--- src/rtl/address_fifo_feeder.sv ---
// Address FIFO feeding a storage block: buffers upstream addresses and issues
// them one at a time as registered strobes, spaced by a settle cycle.
module address_fifo_feeder #(
  parameter int ADDRESSNBITS = 10,
  parameter int FIFODEPTH    = 8
) (
  input  logic                       clock,
  input  logic                       reset,
  input  logic [ADDRESSNBITS-1:0]    inAddress,
  input  logic                       inValid,
  output logic                       inReady,
  input  logic                       storageReady,
  output logic [ADDRESSNBITS-1:0]    address,
  output logic                       newAddress,
  output logic [$clog2(FIFODEPTH):0] fifoCount,
  output logic                       overflow
);

  localparam int PTR_W = $clog2(FIFODEPTH);
  localparam int CNT_W = PTR_W + 1;
  localparam logic [CNT_W-1:0] DEPTH_C = CNT_W'(FIFODEPTH);

  typedef enum logic [1:0] {
    S_IDLE,
    S_SETTLE,
    S_WAIT
  } state_t;

  state_t                  r_state;
  state_t                  w_state_next;
  logic [ADDRESSNBITS-1:0] r_mem [FIFODEPTH];
  logic [PTR_W-1:0]        r_wr_ptr;
  logic [PTR_W-1:0]        r_rd_ptr;
  logic [CNT_W-1:0]        r_count;
  logic [ADDRESSNBITS-1:0] r_address;
  logic                    r_new_address;
  logic                    r_overflow;
  logic                    w_push;
  logic                    w_pop;
  logic                    w_has_data;

  // Only the registered count gates issue, so a fresh push is never bypassed.
  assign w_has_data = (r_count != '0);
  assign inReady    = !reset && (r_count < DEPTH_C);
  assign w_push     = inValid && inReady;

  assign address    = r_address;
  assign newAddress = r_new_address;
  assign fifoCount  = r_count;
  assign overflow   = r_overflow;

  always_comb begin
    // NOTE: every output of this block gets a default first so no latch is inferred.
    w_state_next = r_state;
    w_pop        = 1'b0;
    unique case (r_state)
      S_IDLE, S_WAIT: begin
        if (storageReady) begin
          if (w_has_data) begin
            w_pop        = 1'b1;
            w_state_next = S_SETTLE;
          end else begin
            w_state_next = S_IDLE;
          end
        end
      end
      S_SETTLE: w_state_next = S_WAIT;
      default:  w_state_next = S_IDLE;
    endcase
  end

  always_ff @(posedge clock) begin
    // NOTE: sequential state uses non-blocking assignments so every register
    // samples pre-edge values regardless of block ordering.
    if (reset) r_state <= S_IDLE;
    else       r_state <= w_state_next;
  end

  always_ff @(posedge clock) begin
    if (reset) begin
      r_wr_ptr      <= '0;
      r_rd_ptr      <= '0;
      r_count       <= '0;
      r_address     <= '0;
      r_new_address <= 1'b0;
      r_overflow    <= 1'b0;
    end else begin
      r_new_address <= w_pop;
      if (w_push) r_wr_ptr <= r_wr_ptr + PTR_W'(1);
      if (w_pop) begin
        r_rd_ptr  <= r_rd_ptr + PTR_W'(1);
        r_address <= r_mem[r_rd_ptr];
      end
      case ({w_push, w_pop})
        2'b10:   r_count <= r_count + CNT_W'(1);
        2'b01:   r_count <= r_count - CNT_W'(1);
        default: r_count <= r_count;
      endcase
      if (inValid && !inReady) r_overflow <= 1'b1;
    end
  end

  // NOTE: storage array is deliberately not reset; the count and pointers
  // define which entries are valid, so stale contents are never read.
  always_ff @(posedge clock) begin
    if (w_push) r_mem[r_wr_ptr] <= inAddress;
  end

endmodule

--- config.mk ---
export PLATFORM = sky130hd
export DESIGN_NAME = address_fifo_feeder
export DESIGN_NICKNAME = d
export VERILOG_FILES = /design/src/rtl/address_fifo_feeder.sv
export SDC_FILE = /design/constraint.sdc
export NUM_CORES = 1
export LEC_CHECK = 0
export CELL_PAD_IN_SITES_DETAIL_PLACEMENT = 2
export CELL_PAD_IN_SITES_GLOBAL_PLACEMENT = 2
export CORE_MARGIN = 2
export CORE_UTILIZATION = 25
export DETAILED_ROUTE_END_ITERATION = 16
export PLACE_DENSITY = 0.53
export SYNTH_ARGS = -nofsm -noshare
export SYNTH_HDL_FRONTEND = slang
export SYNTH_SLANG_ARGS = --single-unit
--- constraint.sdc ---
create_clock -name clock -period 6.54 [get_ports clock]
set_input_delay 0.981 -clock clock [delete_from_list [all_inputs] [get_ports clock]]
set_output_delay 0.981 -clock clock [all_outputs]
set_load 0.01 [all_outputs]
After elaboration in Yosys (flattened, before gate mapping)
Memory sizes are Yosys's and may differ from the RTL's. A register that Yosys moved wholly into a read port is not among the register bits.
Index checks and enable logic that the tools add are counted.
- register bits after elaboration: 14
- memory bits (writable): 80
- input port bits: 14
- output and inout port bits: 17
- logic and storage cells: 35
- memories: 1
- memories (memory ; depth ; width ; read ports ; clocked after memory_dff ; wr ports ; RTL line ; text):
    r_mem ; 8 ; 10 ; 1 ; 1 ; 1 ; 31 ; logic [ADDRESSNBITS-1:0] r_mem [FIFODEPTH];
- add/sub/neg operators: 4
- magnitude comparators: 1
- equality and inequality tests: 5
- mux-type cells: 9
- reduce and logical (&&, ||, !) cells: 9
- operators by type and width (cell ; number):
    one-hot mux 4 bit (2 select lines) ; 1
    adder 3 x 1 -> 3 bit, second input constant ; 2
    2-to-1 mux 1 bit ; 6
    adder 4 x 1 -> 4 bit, second input constant ; 1
    equality test 2 x 1 -> 1 bit, second input constant ; 2
    equality test 2 bit, second input constant ; 2
    less-than comparator 4 bit, second input constant ; 1
    one-hot mux 2 bit (2 select lines) ; 1
    nonzero test 4 bit ; 1
    subtractor 4 x 1 -> 4 bit, second input constant ; 1
    logical AND 1 bit ; 3
    logical NOT 1 bit ; 2
    logical NOT 2 bit ; 1
    2-to-1 mux 2 bit ; 1
    != test 2 bit, second input constant ; 1
    nonzero test 2 bit ; 1
    OR reduction 2 bit ; 1

Logic depth before layout (Yosys ltp)
Gate-level depths: netlist of the first run.
- depth after elaboration: 6
- gate-level depth with buffers: 12

Worst setup path before layout of the first run
OpenSTA, ideal clock, no wires.
- path type: input port to flip-flop
- start point: input port storageReady
- end point: register r_count[2] (netlist: fifoCount[2])
- library setup time: 71 ps
- arrival: 2797 ps
- setup slack: 3672 ps
- stages on the path: 11
- buffers on the path: 2
- cell sequence: nor2b_1 > and2_4 > buf_6 > buf_6 > ha_1 > xor2_1 > ha_1 > a21oi_1 > xor2_1 > or3_1 > a21oi_1
- word-level cells in the longest chain between the ends: 4
- elaborated cells on any way between the ends: 6
- RTL lines (item ; RTL line ; text):
    start: declaration ; 12 ; input logic storageReady,
    2-to-1 mux 1 bit * ; 58 ; if (storageReady) begin
    2-to-1 mux 1 bit * ; 56 ; unique case (r_state)
    named net w_pop ; 39 ; logic w_pop;
    equality test 2 x 1 -> 1 bit or equality test 2 bit (tied branches) ; 94 ; case ({w_push, w_pop})
    one-hot mux 4 bit (2 select lines) or nonzero test 2 bit (tied branches) ; - ;
    end signal: assignment ; 95 ; 2'b10: r_count <= r_count + CNT_W'(1);
    end signal: assignment ; 96 ; 2'b01: r_count <= r_count - CNT_W'(1);
    end signal: assignment ; 97 ; default: r_count <= r_count;
    end: declaration ; 34 ; logic [CNT_W-1:0] r_count;
The timed path passes the listed nets; every way through them passes the cells marked *.
A chain may end at the register's enable or synchronous reset.

Final worst setup path of the first run
- start point: input port reset
- end point: output port inReady
- word-level cells in the longest chain between the ends: 2
- RTL lines (item ; RTL line ; text):
    start: declaration ; 8 ; input logic reset,
    logical NOT 1 bit ; 44 ; assign inReady = !reset && (r_count < DEPTH_C);
    logical AND 1 bit ; 44 ;
    end: declaration ; 11 ; output logic inReady,
Every way passes these cells.

==> flow_summary.yaml, run 1 <==
run_status:
  status: "complete, no violations"
clock_tree:
  ctsResizeCount: 0
  insertion_delay_ns: 0.35
  cts_buffers: 9
  clock-sinks: 103
  clk_pin_slew_worst_paths_ns: 0.07
  htree_num_levels: 3
  cts_tree: "done"
  clock_path_buffers: 2
  post-cts-setup-buffer-count: 0
  cts-root-buf: "clkbuf_16"
  hold_buffers: 0
setup_path:
  cp_common_cell: "clkdlybuf4s50_1"
  r2r_end: "fifoCount[2]"
  reg2reg_slack_ns: 3.87
  path_buf_inv: 2
  worstPathRequired_ns: 5.56
  critPathMaxStageDelay_ns: 0.90
  path_cells: "clkdlybuf4s50_1, nor2_1, clkdlybuf4s50_1"
  cp_max_fo: 24
  crit_type: "input port to output port"
  start_kind: "input port"
  reg2reg_depth: 9
  critPathCaptureType: "output port"
  crit_path_top_delay_cell: "clkdlybuf4s50_1"
  crit_family: "buffers and inverters"
  r2r_start: "fifoCount[3]"
  arrival_ns: 2.95
route:
  drt_iter0_markers: 137
  viasPerCell: 4.297
  num_vias: 2054
  wl_per_cell_um: 17.87
  first_pass_iters: 4
  ant_nets: 0
  routed_wl_mm: 8.541
  drc_errors: 0
grt:
  grt_pass1_wl_mm: 13.36
  antenna_found_initial: 0
  gr-usage-all-layers: 0.1111
  grt_pass1_vias: 2210
  grt_max_degree: 25
  grt.overflow.total: 0
timing:
  final-setup-viol-count: 0
  worst-slew-pin-transition_ns: 1.158
  layout_min_cycle_time_ns: 3.933
  setup_tns_ns: 0
  fin_crit_sh: 0.6014
  rsz0062_at_grt: "no"
  final_hold_viol_count: 0
  maxSlewViolCount: 0
  max-slew-margin-rel: 0.2251
  fmax_ghz: 0.2542
  fin_skew_ns: 0.009683
die:
  die_area_um2: 16760
  die_width_um: 129.5
  initial_core_util: 0.2569
  ios: 31
  coreArea_um2: 15310
  rows: 45
  fp.dieH_um: 129.5
worst_hold_path:
  worstHoldStart: "overflow"
  whs_endpoint: "overflow"
  min_path_cells: 2
  hold_class: "register to register"
finish:
  layout_common_cells: "edfxtp_1, clkdlybuf4s50_1, nor2_1"
  n_fill_cell: 1608
  final_common_cell: "edfxtp_1"
  multi_input_area_um2: 1016
  layout-drive-gt1-share: 0.1648
  antennaDiodeCount: 0
  fin_nets: 281
  syn_to_final_growth_pct: 20.67
  seqCellArea_um2: 2863
logic_synthesis:
  synth-seq-area-share: 0.7275
  syn_inst: 226
  syn_avg_cell_area_um2: 17.41
  yosysUniqueCellTypes: 28
  ys_seq_elements: 103
  synth_area_um2: 3935
  synth_largest_area_cell: "edfxtp_1"
  synth_top_area_frac: 0.6105
  yosysWarningCount: 0
  synth_area_leaders: "edfxtp_1, dfxtp_1, mux4_2"
  syn_nets: 245
pwr:
  finalPower_mw: 1.807
  vdd.ir_drop.worst_mv: 0.1207
  cellLeakagePower_nw: 1.497
  power.density_nw_per_um2: 380.6
placement:
  gp_congestion: 0.6897
  port_buffers: 30
  hpwl_mm: 5.566
flow_run:
  max_cap_violations: 0
==> state kept, by name (all words and copies together), names as in the netlist <==
| register | flops |
|---|---|
| r_mem | 80 |
| address | 10 |
| fifoCount | 4 |
| r_state | 1 |
| r_wr_ptr | 3 |
| overflow | 1 |
| r_rd_ptr | 3 |
| newAddress | 1 |
==> cell usage after synthesis <==
cell type	number
nor2_1	26
mux4_2	20
nand3_2	2
xor2_1	4
a31oi_1	1
nand2_1	3
o21ai_0	1
edfxtp_1	80
nand3_1	2
dfxtp_1	23
o22ai_1	10
mux2_2	1
or4_1	1
inv_1	1
clkbuf_1	4
mux2i_1	3
nor2b_1	8
and2_4	1
ha_1	5
o32a_1	1
buf_2	3
nor3_1	12
or2_2	1
nand2b_1	2
a21oi_1	4
or3_1	2
buf_6	2
xnor2_1	3
==> worst max path at each step <==
stage | start | end | slack, ns | cells after the start
after floorplan | storageReady | fifoCount[2] | 3.67 | 11
after global placement | reset | r_mem[2][3] | 2.45 | 5
after detailed placement | reset | r_mem[2][7] | 2.33 | 5
after CTS | reset | inReady | 2.56 | 3
after global routing | reset | inReady | 2.37 | 3
final | reset | inReady | 2.61 | 3
==> cells by family after synthesis <==
family	count (synthesis)	share of synthesized area
compound gates	17	0.02639
xor+xnor	7	0.01558
fa+ha+maj	5	0.01590
buf+inv	10	0.01430
flops	103	0.7275
mux	24	0.1250
simple gates	60	0.07536
==> per-layer routing <==
metal / track usage / routed length, um
met3: 0.02271 / 220
met4: 0.04934 / 155
met2: 0.1743 / 4067
met5: 0 / 0
met1: 0.1495 / 4097
==> worst register-to-register path: stages (launching register included) <==
cell,delay (ns)
dfxtp_1,0.36
or4_1,0.63
and2_4,0.28
ha_1,0.27
xor2_1,0.17
ha_1,0.18
a21oi_1,0.15
xor2_1,0.10
or3_1,0.31
a21oi_1,0.14
==> metrics by stage <==
| stage | util | hold slack (ns) | instances | area (um2) | worst slack (ns) |
|---|---|---|---|---|---|
| CTS | 0.3100 | 0.4901 | 478 | 4748 | 2.558 |
| floorplan | - | 0.5022 | 226 | 3935 | 3.672 |
| global route | 0.3100 | 0.5332 | 478 | 4748 | 2.368 |
| detailed placement | 0.2923 | 0.4733 | 462 | 4477 | 2.328 |
| finish | 0.3100 | 0.4861 | 478 | 4748 | 2.607 |
| global placement | 0.2923 | 0.4523 | 462 | 4477 | 2.452 |
==> report_power, final <==
| group | leakage, nW | total, mW | internal, mW | switching, mW |
|---|---|---|---|---|
| sequential | 0.910 | 0.836 | 0.782 | 0.0538 |
| combinational | 0.449 | 0.470 | 0.235 | 0.235 |
| clock | 0.138 | 0.501 | 0.261 | 0.241 |
| total | 1.50 | 1.81 | 1.28 | 0.530 |
==> final cells by class <==
| class | count | area share |
|---|---|---|
| timing repair buffer | 34 | 0.06957 |
| sequential | 103 | 0.6029 |
| clock inverter | 6 | 0.008959 |
| tap | 211 | 0.05560 |
| clock buffer | 10 | 0.04822 |
| inverter | 1 | 0.0007905 |
| multi-input combinational | 113 | 0.2140 |
No activity file was read; power rests on OpenSTA's default activity.
==> run 2, diff against run 1 <==
==> constraint.sdc (replaced) <==
create_clock -name clock -period 3.9 [get_ports clock]
set_input_delay 0.585 -clock clock [delete_from_list [all_inputs] [get_ports clock]]
set_output_delay 0.585 -clock clock [all_outputs]
set_load 0.01 [all_outputs]
==> flow_summary.yaml, run 2 (same netlist as run 1, synthesis figures left out) <==
run_status:
  status: "complete, no violations"
finish:
  antennaDiodeCount: 0
  final_common_cell: "edfxtp_1"
  syn_to_final_growth_pct: 23.21
  layout-drive-gt1-share: 0.1825
  stdcell_area_um2: 4848
  layout_common_cells: "edfxtp_1, clkdlybuf4s50_1, nor2_1"
  regMostFlops: "r_mem"
  fin_nets: 288
  largest_reg_flops: 80
  fin_util: 0.3166
die:
  rows: 45
  die_width_um: 129.5
  ios: 31
  die_area_um2: 16760
  initial_core_util: 0.2569
  coreArea_um2: 15310
  fp.dieH_um: 129.5
worst_hold_path:
  worstHoldStart: "overflow"
  hold_class: "register to register"
setup_path:
  crit_family: "simple AND/OR/NAND/NOR gates"
  critPathCaptureType: "register"
  critPathMaxStageDelay_ns: 0.65
  startpoint: "fifoCount[3]"
  arrival_ns: 2.97
  crit_type: "register to register"
  path_buf_inv: 0
  worstPathRequired_ns: 4.18
  path_cells: "or4_1, and2_4, ha_1, xor2_1, ha_1, a21oi_1, xor2_1, or3_1, a21oi_1"
  crit_path_top_delay_cell: "or4_1"
  r2r_start: "fifoCount[3]"
  start_kind: "register"
  cp_max_fo: 16
placement:
  placed_cell_area_um2: 4529
  place_worst_setup_slack_ns: 0.8496
  gp_congestion: 0.6646
  port_buffers: 30
  hpwl_mm: 5.499
route:
  num_vias: 2118
  drt_iter0_markers: 108
  viasPerCell: 4.367
  ant_nets: 0
  wl_per_cell_um: 18.15
  top_layer_used: "met4"
  first_pass_iters: 4
  dr_wl_met2_mm: 4.212
  route.met3.wl_um: 190
  routed_wl_mm: 8.801
  drc_errors: 0
  drt-met1-wl_mm: 4.201
clock_tree:
  cts_tree: "done"
  cts_buffers: 9
  post-cts-setup-buffer-count: 0
  ctsResizeCount: 0
  hold_buffers: 0
  clock_path_buffers: 2
  cts-root-buf: "clkbuf_16"
  clk_pin_slew_worst_paths_ns: 0.07
  insertion_delay_ns: 0.35
  htree_num_levels: 3
  clock-sinks: 103
timing:
  final-setup-viol-count: 0
  fin_crit_sh: 0.6893
  fin_skew_ns: 0.01014
  setup_tns_ns: 0
  finalHoldWorstSlack_ns: 0.4805
  max-slew-margin-rel: 0.1871
  worst-slew-pin-transition_ns: 1.218
  setup_ws_ns: 1.212
  final_hold_viol_count: 0
  layout_min_cycle_time_ns: 2.688
  fmax_ghz: 0.3720
  maxSlewViolCount: 0
  rsz0062_at_grt: "no"
pwr:
  vdd.ir_drop.worst_mv: 0.2224
  power.density_nw_per_um2: 653.2
  cellLeakagePower_nw: 1.552
grt:
  gr-usage-all-layers: 0.1145
  grt.overflow.total: 0
  grt_pass1_wl_mm: 13.64
  grt_max_degree: 24
  grt_pass1_vias: 2260
  antenna_found_initial: 0
flow_run:
  max_cap_violations: 0
run 2: cell types whose count changed in the layout (fill, tap and decap cells not counted):
cell       delta
clkinv_1      +1
inv_4         -1
bufinv_16     +2
clkinv_2      -2
buf_4         +7
run 2: worst paths after layout:
path / endpoint / slack, ns / cells past startpoint
max: fifoCount[2] / 1.21 / 9
max reg2reg: fifoCount[2] / 1.21 / 9
min: overflow / 0.48 / 2
min reg2reg: overflow / 0.48 / 2
run 2: per-stage QoR:
stage                     total power [mW]  std cells
after floorplan                      1.925        226
after global routing                 3.354        485
after global placement               2.215        469
final                                3.167        485
after CTS                            3.221        485
after detailed placement             2.237        469
run 2: area by class of cell:
cell class                 count  area (um2)
clock buffer                  10       229.0
timing repair buffer          41       382.9
inverter                       1       3.754
sequential                   103        2863
multi-input combinational    113        1016
clock inverter                 6       90.09
tap                          211       264.0
fill                        1603       10470
run 2: power breakdown:
part / switching (mW) / internal, mW / total, mW
clock: 0.405 / 0.566 / 0.972
combinational: 0.393 / 0.396 / 0.789
sequential: 0.0955 / 1.31 / 1.41
total: 0.894 / 2.27 / 3.17
run 2: tightest hold or removal path, delay by kind of cell, from the launching register on:
family,cells,cell delay (ns)
flops,1,0.33
compound gates,1,0.04
simple gates,1,0.07
run 2: routing by layer:
layer  vias to the layer above  global-route usage
li1                        967                   -
met1                      1111              0.1540
met2                        27              0.1786
met3                        13             0.02106
met4                         0             0.05693
met5                         -                   0
==> run 3, diff against run 2 <==
--- a/config.mk
+++ b/config.mk
@@ -10,7 +10,7 @@
 export CORE_MARGIN = 2
 export CORE_UTILIZATION = 25
 export DETAILED_ROUTE_END_ITERATION = 16
-export PLACE_DENSITY = 0.53
+export PLACE_DENSITY = 0.55
 export SYNTH_ARGS = -nofsm -noshare
 export SYNTH_HDL_FRONTEND = slang
 export SYNTH_SLANG_ARGS = --single-unit
==> constraint.sdc (replaced) <==
create_clock -name clock -period 2.3 [get_ports clock]
set_input_delay 0.345 -clock clock [delete_from_list [all_inputs] [get_ports clock]]
set_output_delay 0.345 -clock clock [all_outputs]
set_load 0.01 [all_outputs]
==> flow_summary.yaml, run 3 (same netlist as run 1, synthesis figures left out) <==
grt:
  use_met3: 0.02023
  grt_max_degree: 24
  use_met1: 0.1548
  gr-usage-all-layers: 0.1196
  grt.overflow.total: 0
  grt_pass1_wl_mm: 14.44
  globalRouteMet2Util: 0.1944
  grt_pass1_vias: 2437
  antenna_found_initial: 0
  grt.busiest_layer: "met2"
placement:
  gp_congestion: 0.7088
  port_buffers: 30
  hpwl_mm: 5.595
  placed_cell_area_um2: 4674
setup_path:
  path_cells: "or4_4, and2_4, ha_4, xor2_2, ha_2, a21oi_2, xor2_1, or3_1, a21oi_2"
  critPathCaptureType: "register"
  critPathMaxStageDelay_ns: 0.53
  worstPathRequired_ns: 2.59
  crit_type: "register to register"
  crit_path_top_delay_cell: "or4_4"
  cp_max_fo: 3
  crit_family: "simple AND/OR/NAND/NOR gates"
  start_kind: "register"
  arrival_ns: 2.52
  cp_common_cell: "a21oi_2"
  path_buf_inv: 0
timing:
  layout_min_cycle_time_ns: 2.235
  fmax_ghz: 0.4475
  fin_crit_sh: 0.9716
  final-setup-viol-count: 0
  final_hold_viol_count: 0
  rsz0062_at_grt: "yes"
  max-slew-margin-rel: 0.7672
  setup_tns_ns: 0
  worst-slew-pin-transition_ns: 0.3492
  fin_skew_ns: 0.005885
  maxSlewViolCount: 0
clock_tree:
  hold_buffers: 0
  cts-root-buf: "clkbuf_16"
  cts_buffers: 9
  post-cts-setup-buffer-count: 0
  clk_pin_slew_worst_paths_ns: 0.07
  clock_path_buffers: 2
  clock-sinks: 103
  cts_tree: "done"
  insertion_delay_ns: 0.35
  htree_num_levels: 3
route:
  wl_per_cell_um: 17.90
  ant_nets: 0
  routed_wl_mm: 8.878
  viasPerCell: 4.375
  drt_iter0_markers: 150
  drc_errors: 0
  first_pass_iters: 4
  num_vias: 2170
die:
  coreArea_um2: 15310
  die_width_um: 129.5
  ios: 31
  initial_core_util: 0.2569
  rows: 45
  die_area_um2: 16760
  fp.dieH_um: 129.5
pwr:
  power.density_nw_per_um2: 1110
  cellLeakagePower_nw: 1.601
  vdd.ir_drop.worst_mv: 0.3807
run_status:
  status: "complete, no violations"
finish:
  regMostFlops: "r_mem"
  layout_common_cells: "edfxtp_1, clkdlybuf4s50_1, nor2_1"
  final_common_cell: "edfxtp_1"
  antennaDiodeCount: 0
  n_fill_cell: 1565
  layout-drive-gt1-share: 0.2526
  syn_to_final_growth_pct: 26.71
  largest_reg_flops: 80
  fin_nets: 299
  stdcell_area_um2: 4986
worst_hold_path:
  hold_class: "register to register"
flow_run:
  max_cap_violations: 0
run 3: timing repair:
item,4_1_cts,5_1_grt
pin swaps,0,1
gates resized for setup,1,2
setup endpoints to repair,1,1
run 3: worst paths after layout:
kind                              startpoint           end  slack (ns)  cells past startpoint
worst max-delay path            fifoCount[3]  fifoCount[2]        0.07                      9
worst min-delay path                overflow      overflow        0.49                      2
worst max register to register  fifoCount[3]  fifoCount[2]        0.07                      9
worst min register to register      overflow      overflow        0.49                      2
run 3: routing by layer:
layer,up-vias,part of all wire
met5,-,0
met4,0,0.024
met3,11,0.022
met2,35,0.49
met1,1136,0.47
li1,988,-
run 3: report_power, final:
group | internal, mW | switching [mW]
combinational | 0.863 | 0.797
sequential | 2.23 | 0.0993
clock | 0.852 | 0.689
run 3: area by class of cell:
class	instances	area, um2	area share
sequential	103	2869	0.5754
multi-input combinational	113	1062	0.2130
timing repair buffer	52	490.5	0.09837
tap	211	264.0	0.05295
clock buffer	10	229.0	0.04592
clock inverter	6	67.56	0.01355
inverter	1	3.754	0.0007528
run 3: worst register-to-register path: cells and delay by family (launching register included):
family | cells | cell delay [ns]
fa+ha+maj | 2 | 0.34
xor+xnor | 2 | 0.28
compound gates | 2 | 0.15
simple gates | 3 | 1.05
flops | 1 | 0.34
run 3: metrics by stage:
| stage | hold slack [ns] | std cells | power (mW) | setup WS (ns) | utilization |
|---|---|---|---|---|---|
| final | 0.4901 | 496 | 5.532 | 0.06533 | 0.3256 |
| after global routing | 0.5256 | 496 | 5.871 | -0.03351 | 0.3256 |
| after CTS | 0.4907 | 496 | 5.628 | 0.03994 | 0.3248 |
| after detailed placement | 0.4739 | 480 | 4.033 | -0.09219 | 0.3052 |
| after global placement | 0.4530 | 480 | 3.980 | -0.02490 | 0.3052 |
| after floorplan | 0.4166 | 226 | 3.333 | -0.2177 | - |
